**src/rtl/imem_arbiter.sv**
```systemverilog
// -----------------------------------------------------------------------------
// imem_arbiter
//   Two-port read arbiter in front of an asynchronous-read instruction memory.
//   The fetch port normally has priority. A debug/loader port that keeps being
//   denied is boosted to priority after STARVE_LIMIT consecutive denied cycles
//   and holds that priority until it is granted once. Read data returns with a
//   fixed latency of one cycle.
//
//   Optional feature (macro IMEM_ARB_ALIGN_CHECK_EN): a granted request whose
//   byte address is not word aligned completes with the usual timing. It
//   returns a NOP word and pulses the port's err output together with rvalid.
//   Without the macro the low address bits are ignored and err is tied to 0.
//
// Parameters
//   ADDR_W        byte-address width of f_addr, d_addr and mem_addr
//   STARVE_LIMIT  denied debug cycles before debug is boosted (1..15)
//
// Ports
//   clk, rst                   clock, synchronous active-high reset
//   f_req, f_addr, f_flush     fetch request, byte address, kill of this grant
//   f_gnt, f_rvalid, f_rdata   fetch grant (comb), response valid, response word
//   f_err                      fetch misaligned-address pulse
//   d_req, d_addr              debug request, byte address
//   d_gnt, d_rvalid, d_rdata   debug grant (comb), response valid, response word
//   d_err                      debug misaligned-address pulse
//   mem_addr, mem_data         memory byte address out, combinational data in
// -----------------------------------------------------------------------------
module imem_arbiter #(
  parameter int ADDR_W       = 32,
  parameter int STARVE_LIMIT = 4
) (
  input  logic              clk,
  input  logic              rst,
  input  logic              f_req,
  input  logic [ADDR_W-1:0] f_addr,
  input  logic              f_flush,
  output logic              f_gnt,
  output logic              f_rvalid,
  output logic [31:0]       f_rdata,
  output logic              f_err,
  input  logic              d_req,
  input  logic [ADDR_W-1:0] d_addr,
  output logic              d_gnt,
  output logic              d_rvalid,
  output logic [31:0]       d_rdata,
  output logic              d_err,
  output logic [ADDR_W-1:0] mem_addr,
  input  logic [31:0]       mem_data
);

  localparam logic [31:0] NOP   = 32'h0000_0013;
  localparam logic [3:0]  LIMIT = 4'(STARVE_LIMIT);

  typedef enum logic {PRI_F, PRI_D} pri_e;

  pri_e       state_q, state_d;
  logic [3:0] starve_q, starve_d;
  logic       f_rv_q, d_rv_q;
  logic [31:0] rdata_in;

  // Grant, starve counter and priority next-state.
  // NOTE: every output of this block gets a default first, so no path can
  // leave a value unassigned and infer a latch.
  always_comb begin
    f_gnt    = 1'b0;
    d_gnt    = 1'b0;
    state_d  = state_q;
    starve_d = '0;

    if (!rst) begin
      if (state_q == PRI_F) begin
        f_gnt = f_req;
        d_gnt = d_req && !f_req;
      end else begin
        d_gnt = d_req;
        f_gnt = f_req && !d_req;
      end
    end

    if (d_req && !d_gnt)
      starve_d = (starve_q == LIMIT) ? starve_q : starve_q + 4'd1;

    case (state_q)
      PRI_F: if (starve_d == LIMIT) state_d = PRI_D;
      PRI_D: if (d_gnt)             state_d = PRI_F;
      default: state_d = PRI_F;
    endcase
  end

  assign mem_addr = d_gnt ? d_addr : f_addr;

`ifdef IMEM_ARB_ALIGN_CHECK_EN
  logic misaligned;
  logic f_err_q, d_err_q;

  assign misaligned = (mem_addr[1:0] != 2'b00);
  assign rdata_in   = misaligned ? NOP : mem_data;

  always_ff @(posedge clk) begin
    if (rst) begin
      f_err_q <= 1'b0;
      d_err_q <= 1'b0;
    end else begin
      f_err_q <= f_gnt && !f_flush && misaligned;
      d_err_q <= d_gnt && misaligned;
    end
  end

  assign f_err = f_err_q && !rst;
  assign d_err = d_err_q && !rst;
`else
  assign rdata_in = mem_data;
  assign f_err    = 1'b0;
  assign d_err    = 1'b0;
`endif

  // NOTE: sequential state uses non-blocking assignments so every register
  // samples the pre-edge values regardless of statement order.
  always_ff @(posedge clk) begin
    if (rst) begin
      state_q  <= PRI_F;
      starve_q <= '0;
      f_rv_q   <= 1'b0;
      d_rv_q   <= 1'b0;
      f_rdata  <= NOP;
      d_rdata  <= NOP;
    end else begin
      state_q  <= state_d;
      starve_q <= starve_d;
      // A flushed fetch still refreshes f_rdata; only the valid is dropped.
      f_rv_q   <= f_gnt && !f_flush;
      d_rv_q   <= d_gnt;
      if (f_gnt) f_rdata <= rdata_in;
      if (d_gnt) d_rdata <= rdata_in;
    end
  end

  // NOTE: rvalid is masked by rst so a response from the grant just before
  // reset is never presented while reset is being applied.
  assign f_rvalid = f_rv_q && !rst;
  assign d_rvalid = d_rv_q && !rst;

endmodule

```
**config.mk**
```make
export PLATFORM = sky130hd
export DESIGN_NAME = imem_arbiter
export DESIGN_NICKNAME = d
export VERILOG_FILES = /design/src/rtl/imem_arbiter.sv
export SDC_FILE = /design/constraint.sdc
export NUM_CORES = 1
export LEC_CHECK = 0
export CAP_MARGIN = 20
export CORE_MARGIN = 10
export CORE_UTILIZATION = 30
export CTS_BUF_LIST = sky130_fd_sc_hd__clkbuf_8
export DETAILED_ROUTE_END_ITERATION = 8
export PLACE_DENSITY = 0.71
export SYNTH_ARGS = -nofsm -noshare
export SYNTH_HDL_FRONTEND = slang
export SYNTH_SLANG_ARGS = --single-unit
export TNS_END_PERCENT = 50
```
**constraint.sdc**
```tcl
create_clock -name clk -period 3.8 [get_ports clk]
set_input_delay 0.57 -clock clk [delete_from_list [all_inputs] [get_ports clk]]
set_output_delay 0.57 -clock clk [all_outputs]
set_load 0.03 [all_outputs]
```
# Yosys cells after proc, flatten, opt, wreduce, memory -nomap -nowiden
# Cells that the tools add are included.
# totals
ff_bits	71
input_bits	101
output_inout_bits	102
elab_cells	31
# op_classes
add_sub_neg	1
eq_ne	2
n_mux	10
n_bitwise	1
n_reduce_logical	11
# op_table
cell	count
32-bit two-way mux	1
4-bit by 3-bit == test with 1-bit output, second input constant	2
4-bit two-way mux	2
1-bit logical AND	6
1-bit two-way mux	6
1-bit zero test	5
4-bit by 1-bit adder with 4-bit output, second input constant	1
1-bit one-hot mux with 2 select lines	1
1-bit NOT	1

# Longest topological paths before layout
# Gate-level depths: netlist of run 1.
# logic_depth
ltp_word	10
ltp_mapped	6
ltp_nobuf	5

# Worst setup path after synthesis of run 1
# Ideal clock, no wire load.
# synth_path
kind	input to output
from	in d_req
to	out f_gnt
t_arrival_ns	1.630
required_time_ns	3.230
setup_slack_ns	1.600
path_stages	5
n_path_buf	3
cell_sequence	buf_2 a21bo_2 buf_2 buf_2 nor2_1
# synth_between
elab_chain_len	4
# synth_rtl
item	line_no	text
start, declared	41	input logic d_req,
1-bit zero test	76	f_gnt = f_req && !d_req;
1-bit logical AND	76	
1-bit two-way mux	71	if (state_q == PRI_F) begin
1-bit two-way mux	70	if (!rst) begin
end, declared	37	output logic f_gnt,
# No other way between the ends.

# Worst setup path in the final report of run 1
# layout_path
from	in f_req
to	out mem_addr[4]
# layout_between
elab_chain_len	5
# layout_rtl
item	line_no	text
start, declared	34	input logic f_req,
1-bit zero test	73	d_gnt = d_req && !f_req;
1-bit logical AND	73	
1-bit two-way mux	71	
1-bit two-way mux	70	
32-bit two-way mux	90	assign mem_addr = d_gnt ? d_addr : f_addr;
end, declared	47	output logic [ADDR_W-1:0] mem_addr,
# No other way between the ends.

==> summary.md, run 1 <==
| Metric | Value |
|---|---|
| Outcome | `complete, no violations` |
| Global routing usage summed across all routing layers | `16.5%` |
| R2r endpoint | `state_q$_SDFF_PP0_` |
| FMAX | `0.309 GHz` |
| Shortest period the worst path allows | `3240 ps` |
| Maximum number of pins on one net before global-route repair | `63` |
| Number of hold violations in the final report | `0` |
| Most used standard cell by instance count after synthesis | `dfxtp_1` |
| Worst EP required | `3230 ps` |
| Violation count after the first detailed-routing iteration | `171` |
| Launch instance of the worst register-to-register path | `starve_q[0]$_SDFF_PP0_` |
| Capture endpoint of the worst hold path | `f_rdata[19]$_SDFFE_PP0N_` |
| Non-filler cells, final | `693` |
| Largest clock skew in the final design | `13.2 ps` |
| Clock Latency Late Sink | `350 ps` |
| Site Rows | `37` |
| Average instance area after synthesis | `8.69 µm²` |
| Setup-failing EPs final | `0` |
| Post-CTS sizing | `0` |
| Count of input and output buffers | `200` |
| Register area share after synthesis | `44.7%` |
| R2R Setup Slk | `2290 ps` |
| Total negative slack for setup checks | `0 ps` |
| Cell types with the largest area share after synthesis | `dfxtp_1 45%, mux2_4 13%, a21oi_1 9.3%` |
| ANT nets after route | `0` |
| Critical path arrival | `2670 ps` |
| Final-stage net count | `655` |
| Maximum fanout encountered on the critical timing path | `26` |
| Clock buffer count from CTS | `9` |
| Path type of the worst setup path | `in2out` |
| Total I/O pin count | `203` |
| Area of the core | `0.0103 mm²` |
| Logic depth of the worst register-to-register path | `5` |
| Total wirelength of the detailed-routed design | `13100 µm` |
| RSZ-0062 raised after global routing | `no` |
| Tightest slew margin relative to the limit | `40.6%` |
| Static Leakage | `2.15 nW` |
| Post-route DRC | `0` |
| Fraction of synthesized cell area taken by the top area cell type | `44.7%` |
| Hold Path Origin | `f_rdata[19]$_SDFFE_PP0N_` |
| Power density normalized to cell area | `366 mW/mm²` |
| Type of element capturing the critical path | `output port` |
| Maximum ir drop on the vdd rail | `0.000246 V` |
| CP max stage delay | `610 ps` |
| Number of synthesized register bits | `71` |
| Cell depth of the worst hold path | `2` |
| Number of buffers added to fix hold violations after cts | `0` |
| Share of cells above drive strength 1 | `14.2%` |
| Startpoint types | `input port` |
| Post-synthesis async set-or-reset flop share | `0%` |
| Yosys warning count | `0` |
| Buffer count from post-CTS setup fixing | `0` |
| Wire length of the first global-routing pass | `19500 µm` |
| Number of enable flip-flop cells after synthesis | `0` |
| DR WL/cell | `19.0 µm` |
| Netlist cell types | `31` |
| Ordered cell list for the critical path | `clkdlybuf4s50_1 -> nand2b_1 -> nand3_4 -> mux2_4 -> clkdlybuf4s50_1` |
| Highest-delay cell along the critical path | `clkdlybuf4s50_1` |
| Diode insertion count for antenna repair | `0` |
| Relative area change from synthesis to final layout | `70.6%` |
| Cell area after technology mapping | `0.00318 mm²` |
| Number of iterations in the first detailed-routing pass | `5` |
| Kind of path behind the tightest hold check | `reg2reg` |
| Count of mapped cells out of synthesis | `366` |
| Primary FF master, synth | `dfxtp_1` |
| H-tree depth | `3` |
| Remaining Overflow, GRT | `0` |
| Vertical die dimension | `123 µm` |
| Library cell occupying the most area in the post-synthesis netlist | `dfxtp_1` |
| Width of the die | `123 µm` |
| Most common cell type on the critical path | `clkdlybuf4s50_1` |
| Hpwl dp | `10300 µm` |
| Avg Vias per Cell | `4.81` |
| Placer congestion estimate | `0.925` |
| Vias | `3334` |
| Hold slack final | `457 ps` |
| CTS tree | `yes` |
| Count of placed standard cells including taps | `677` |
| Number of global-route vias before repair | `3394` |
| Die Area | `0.0151 mm²` |
| Commonest cells post-synth | `71 x dfxtp_1, 65 x nand2_1, 59 x a21oi_1, 41 x nand3_1, 33 x o21ai_0` |
| Clock Sink Count | `71` |
| Initial core utilization | `30.8%` |
| Initial antenna violation count | `1` |
| Fraction of the cycle the final worst path needs | `85.2%` |
| CTS clock-pin slew for the worst setup and hold paths | `80 ps` |
| Clk root buf | `clkbuf_8` |
| Fin. max-slew vios | `0` |
| Maximum capacitance violations | `0` |
| Maximum number of buffers from clock root to sink | `2` |
| Slew of the pin with the lowest slew margin | `891 ps` |
through the flow:
| step | instance area, µm² | power (mW) | setup WS, ps | util [%] |
|---|---|---|---|---|
| 6_report | 5420 | 1.98 | 564 | 52.5 |
| 5_1_grt | 5420 | 2.07 | 474 | 52.5 |
| 4_1_cts | 5420 | 2.01 | 548 | 52.5 |
| 3_5_place_dp | 5200 | 1.34 | 552 | 50.4 |
| 3_3_place_gp | 5200 | 1.33 | 622 | 50.4 |
| 2_1_floorplan | 3180 | 1.08 | 1600 | - |
worst max-delay path, delay by kind of cell:
kind / cells / cell delay, ps
buffers and inverters: 2 / 1060
multiplexers: 1 / 450
AND/OR/NAND/NOR: 2 / 560
cells in the final DEF (no fill, tap or decap), types with 3 or more instances in the layout:
| master | Yosys | routed |
|---|---|---|
| nor2_1 | 5 | 5 |
| nor2b_1 | 3 | 3 |
| buf_4 | 3 | 25 |
| mux2_4 | 28 | 28 |
| clkbuf_8 | 0 | 9 |
| inv_1 | 6 | 7 |
| a21oi_1 | 59 | 59 |
| mux2_2 | 4 | 4 |
| o21ai_0 | 33 | 33 |
| clkdlybuf4s50_1 | 0 | 180 |
| nand3_1 | 41 | 41 |
| nand2_1 | 65 | 65 |
| dfxtp_1 | 71 | 71 |
where the power goes:
part | total (mW) | switching, mW | internal [mW]
clock network | 0.666 | 0.295 | 0.371
registers | 0.799 | 0.0180 | 0.781
logic | 0.518 | 0.267 | 0.250
routing by layer:
metal | share of wire, % | vias to the layer above | wire (µm) | GRT usage [%]
met2 | 49 | 149 | 6410 | 28.9
met3 | 13 | 15 | 1740 | 8.20
li1 | - | 1621 | - | -
met5 | 0.084 | - | 11 | 0
met1 | 37 | 1547 | 4850 | 17.4
met4 | 0.92 | 2 | 121 | 3.90
flip-flops by register name, summed over array words and instances (netlist names):
| register | flops |
|---|---|
| state_q | 1 |
| starve_q | 4 |
| f_rdata | 32 |
| d_rdata | 32 |
| d_rv_q | 1 |
| f_rv_q | 1 |
cells by family after synthesis:
group           after synthesis  synth area share (%)
flops                        71                  44.7
compound gates               97                  15.9
mux                          33                  15.0
fa+ha+maj                     2                 0.787
simple gates                122                  17.4
buf+inv                      40                  6.14
other cells                   1                 0.118
worst max-delay path by stage:
| stage | startpoint | to |
|---|---|---|
| final | f_req | mem_addr[4] |
| after floorplan | d_req | f_gnt |
| after global routing | f_req | mem_addr[12] |
| after CTS | f_req | mem_addr[4] |
| after global placement | f_req | mem_addr[15] |
| after detailed placement | f_req | mem_addr[4] |
area by class of cell:
| type | count | area, µm² |
|---|---|---|
| Fill cell | 956 | 4900 |
| Clock buffer | 9 | 124 |
| Timing Repair Buffer | 207 | 2010 |
| Clock inverter | 7 | 96.3 |
| Sequential cell | 71 | 1420 |
| Tap cell | 136 | 170 |
| Inverter | 7 | 26.3 |
| Multi-Input combinational cell | 256 | 1570 |
(Power assumes the default switching activity.)
==> run 2: changes to the inputs <==
- DONT_BUFFER_PORTS: default -> 1
- PLACE_DENSITY: 0.71 -> 0.47
==> summary.md, run 2 (same netlist as run 1, synthesis figures left out) <==
| Metric | Value |
|---|---|
| Maximum fanout encountered on the critical timing path | `34` |
| R2R Setup Slk | `1890 ps` |
| Leading cell type in the layout, fill and taps excluded | `dfxtp_1` |
| Clock buffer count from CTS | `9` |
| Slew of the pin with the lowest slew margin | `926 ps` |
| Clock Latency Late Sink | `350 ps` |
| Final-stage net count | `452` |
| Share of the core filled with cells in the final layout | `33.2%` |
| Power spent charging and discharging nets | `517 µW` |
| Share of power burned in combinational logic | `11.6%` |
| Number of hold violations in the final report | `0` |
| Count of input and output buffers | `0` |
| Diode insertion count for antenna repair | `0` |
| Global routing usage summed across all routing layers | `15.3%` |
| Area of the core | `0.0103 mm²` |
| RSZ-0062 raised after global routing | `no` |
| Design Area, Final | `0.00343 mm²` |
| Outcome | `complete, no violations` |
| Initial core utilization | `30.8%` |
| Power density normalized to cell area | `498 mW/mm²` |
| Type of element capturing the critical path | `output port` |
| Maximum ir drop on the vdd rail | `0.000181 V` |
| Wire length of the first global-routing pass | `17100 µm` |
| Vias | `2548` |
| Maximum number of buffers from clock root to sink | `2` |
| Relative area change from synthesis to final layout | `7.75%` |
| Number of global-route vias before repair | `2466` |
| Commonest cells after routing, fill and taps aside | `71 x dfxtp_1, 65 x nand2_1, 59 x a21oi_1` |
| Worst EP required | `3230 ps` |
| Standard cell area after detailed placement | `0.00322 mm²` |
| Clock network power share | `36.9%` |
| Critical path arrival | `2350 ps` |
| Initial antenna violation count | `1` |
| Total I/O pin count | `203` |
| Worst path setup slack after routing | `880 ps` |
| Share of cells above drive strength 1 | `16.1%` |
| Startpoint types | `flop` |
| Shortest period the worst path allows | `2920 ps` |
| Number of buffers added to fix hold violations after cts | `0` |
| Maximum capacitance violations | `0` |
| FMAX | `0.342 GHz` |
| Setup-failing EPs final | `0` |
| Kind of path behind the tightest hold check | `in2reg` |
| Buffer count from post-CTS setup fixing | `0` |
| Fraction of the cycle the final worst path needs | `76.8%` |
| Pre-CTS worst setup slack | `1120 ps` |
| Static Leakage | `1.35 nW` |
| CTS tree | `yes` |
| Maximum number of pins on one net before global-route repair | `64` |
| Sequential power share | `51.5%` |
| Switching Fraction | `30.3%` |
| Non-filler cells, final | `490` |
| Largest clock skew in the final design | `5.13 ps` |
| Violation count after the first detailed-routing iteration | `118` |
| Clk root buf | `clkbuf_8` |
| Largest registers ranked by flip-flop count | `d_rdata (32), f_rdata (32), starve_q (4)` |
| Width of the die | `123 µm` |
| Number of iterations in the first detailed-routing pass | `4` |
| Post-CTS sizing | `0` |
| Vertical die dimension | `123 µm` |
| ANT nets after route | `0` |
| Placer congestion estimate | `0.777` |
| Tightest slew margin relative to the limit | `38.2%` |
| Count of placed standard cells including taps | `474` |
| Fin. max-slew vios | `0` |
| Internal power contribution | `1.19 mW` |
| Total wirelength of the detailed-routed design | `12400 µm` |
| Site Rows | `37` |
| Die Area | `0.0151 mm²` |
| Hpwl dp | `9560 µm` |
| CTS clock-pin slew for the worst setup and hold paths | `80 ps` |
| Avg Vias per Cell | `5.20` |
| DR WL/cell | `25.3 µm` |
| Total negative slack for setup checks | `0 ps` |
| Remaining Overflow, GRT | `0` |
| Number of fillers in the final layout | `1074` |
| Path type of the worst setup path | `reg2out` |
| Clock Sink Count | `71` |
| Post-route DRC | `0` |
| H-tree depth | `3` |
-- run 2: area by class of cell --
class / count / area (µm²) / area share, %
multi-input combinational: 256 / 1570 / 45.8
sequential: 71 / 1420 / 41.5
tap: 136 / 170 / 4.97
clock buffer: 11 / 151 / 4.42
clock inverter: 5 / 56.3 / 1.64
timing repair buffer: 4 / 30.0 / 0.877
inverter: 7 / 26.3 / 0.767
-- run 2: worst paths after layout --
check	start	endpoint	cells past startpoint
max reg2reg	state_q$_SDFF_PP0_	state_q$_SDFF_PP0_	4
max	state_q$_SDFF_PP0_	mem_addr[27]	4
min	rst	f_rdata[24]$_SDFFE_PP0N_	1
min reg2reg	state_q$_SDFF_PP0_	state_q$_SDFF_PP0_	2
-- run 2: power groups by stage --
stage	registers (mW)	logic, mW	clock network (mW)
finish	0.879	0.197	0.629
global route	0.885	0.214	0.681
CTS	0.881	0.201	0.657
detailed placement	0.898	0.201	0
global placement	0.898	0.196	0
floorplan	0.885	0.193	0
-- run 2: per-stage QoR --
| stage | power [mW] | hold WS, ps |
|---|---|---|
| after CTS | 1.74 | 257 |
| after detailed placement | 1.10 | 533 |
| after global routing | 1.78 | 256 |
| after global placement | 1.09 | 532 |
| after floorplan | 1.08 | 488 |
| final | 1.70 | 282 |
-- run 2: worst max-delay path, stage by stage (launching register included) --
cell and delay (ps):
dfxtp_1 420, nand2b_1 130, buf_4 340, nand3_4 530
mux2_2 570
-- run 2: metal layers --
metal	part of all wire [%]	vias up	GRT usage [%]
li1	-	1214	-
met1	30	1159	13.5
met2	52	161	28.2
met3	17	14	9.57
met4	1.1	0	4.86
met5	0	-	0
==> run 3: changes to the inputs <==
- PLACE_DENSITY: 0.47 -> 0.48
- clock period: 3.8 -> 2.4 ns (I/O delays scaled with it)
==> summary.md, run 3 (same netlist as run 1, synthesis figures left out) <==
| Metric | Value |
|---|---|
| Pre-CTS worst setup slack | `391 ps` |
| Standard cell area after detailed placement | `0.00324 mm²` |
| Kind of path behind the tightest hold check | `in2reg` |
| Type of element capturing the critical path | `output port` |
| CTS clock-pin slew for the worst setup and hold paths | `80 ps` |
| Startpoint types | `flop` |
| Vias | `2640` |
| Static Leakage | `1.36 nW` |
| Count of input and output buffers | `0` |
| Hpwl dp | `10300 µm` |
| Critical path arrival | `1880 ps` |
| Maximum number of buffers from clock root to sink | `2` |
| Width of the die | `123 µm` |
| RSZ-0062 raised after global routing | `no` |
| Total negative slack for setup checks | `0 ps` |
| Maximum capacitance violations | `0` |
| Total wirelength of the detailed-routed design | `13100 µm` |
| Clock buffer count from CTS | `9` |
| Hold Path Origin | `rst` |
| Maximum fanout encountered on the critical timing path | `34` |
| Remaining Overflow, GRT | `0` |
| Power density normalized to cell area | `751 mW/mm²` |
| Leading cell type in the layout, fill and taps excluded | `dfxtp_1` |
| Largest registers ranked by flip-flop count | `d_rdata (32), f_rdata (32), starve_q (4)` |
| FMAX | `0.447 GHz` |
| Count of placed standard cells including taps | `476` |
| Worst path setup slack after routing | `164 ps` |
| Wire length of the first global-routing pass | `17600 µm` |
| Number of hold violations in the final report | `0` |
| Outcome | `complete, no violations` |
| Launch instance of the worst register-to-register path | `starve_q[0]$_SDFF_PP0_` |
| Tightest slew margin relative to the limit | `44.2%` |
| Share of the core filled with cells in the final layout | `33.4%` |
| Area of the core | `0.0103 mm²` |
| Site Rows | `37` |
| Buffer count from post-CTS setup fixing | `0` |
| ANT nets after route | `0` |
| Slew of the pin with the lowest slew margin | `836 ps` |
| Vertical die dimension | `123 µm` |
| H-tree depth | `3` |
| R2R Setup Slk | `880 ps` |
| Post-CTS sizing | `0` |
| Post-route DRC | `0` |
| Shortest period the worst path allows | `2240 ps` |
| Maximum number of pins on one net before global-route repair | `64` |
| Total I/O pin count | `203` |
| Worst EP required | `2040 ps` |
| Largest clock skew in the final design | `11.6 ps` |
| Avg Vias per Cell | `5.28` |
| Design Area, Final | `0.00345 mm²` |
| Violation count after the first detailed-routing iteration | `158` |
| Number of buffers added to fix hold violations after cts | `0` |
| Relative area change from synthesis to final layout | `8.58%` |
| Clk root buf | `clkbuf_8` |
| Cell depth of the worst hold path | `1` |
| Share of cells above drive strength 1 | `17.1%` |
| Number of global-route vias before repair | `2383` |
| Die Area | `0.0151 mm²` |
| Initial core utilization | `30.8%` |
| CTS tree | `yes` |
| Clock Sink Count | `71` |
| R2r endpoint | `state_q$_SDFF_PP0_` |
| Path type of the worst setup path | `reg2out` |
| Global routing usage summed across all routing layers | `16.1%` |
| Capture endpoint of the worst hold path | `f_rdata[26]$_SDFFE_PP0N_` |
| Initial antenna violation count | `8` |
| Fraction of the cycle the final worst path needs | `93.2%` |
| Fin. max-slew vios | `0` |
| Logic depth of the worst register-to-register path | `5` |
| DR WL/cell | `26.1 µm` |
| Placer congestion estimate | `0.863` |
| Setup-failing EPs final | `0` |
| Maximum ir drop on the vdd rail | `0.000298 V` |
| Number of iterations in the first detailed-routing pass | `4` |
| Non-filler cells, final | `500` |
| Commonest cells after routing, fill and taps aside | `70 x dfxtp_1, 65 x nand2_1, 59 x a21oi_1` |
| Clock Latency Late Sink | `340 ps` |
| Final-stage net count | `454` |
## run 3: worst max-delay path: stages (launching register included)
cell,delay (ps)
dfxtp_2,380
nand2b_4,150
nand3_4,440
mux2_2,560
## run 3: layout make-up
cell class | instances | area [µm²]
diodes | 8 | 20.0
clock inverters | 6 | 45.0
flip-flops and latches | 71 | 1420
inverters | 7 | 26.3
fillers | 1089 | 6870
well taps | 136 | 170
repair buffers | 6 | 45.0
multi-input cells | 256 | 1590
clock buffers | 10 | 138
## run 3: worst max path at each step
stage	to	cells past startpoint	from
after global placement	mem_addr[26]	3	state_q$_SDFF_PP0_
after floorplan	f_gnt	5	d_req
after global routing	mem_addr[31]	3	state_q$_SDFF_PP0_
after CTS	mem_addr[31]	3	state_q$_SDFF_PP0_
final	mem_addr[31]	3	state_q$_SDFF_PP0_
after detailed placement	mem_addr[31]	3	state_q$_SDFF_PP0_
## run 3: report_power, final
| part | internal [mW] | switching [mW] | total, mW |
|---|---|---|---|
| Clock | 0.409 | 0.476 | 0.885 |
| Combinational | 0.112 | 0.207 | 0.319 |
| Sequential | 1.24 | 0.153 | 1.39 |
## run 3: stage by stage
step | hold WS (ps) | total power, mW
floorplan | 437 | 1.71
global route | 44.0 | 2.72
finish | 77.8 | 2.59
CTS | 56.0 | 2.65
global placement | 436 | 1.74
detailed placement | 439 | 1.74
## run 3: metal layers
layer	global-route usage, %	vias to the layer above	wire length [µm]
met5	0	-	13
met4	9.94	2	295
met3	9.75	22	2160
met2	27.0	186	6700
met1	14.6	1198	3900
li1	-	1232	-
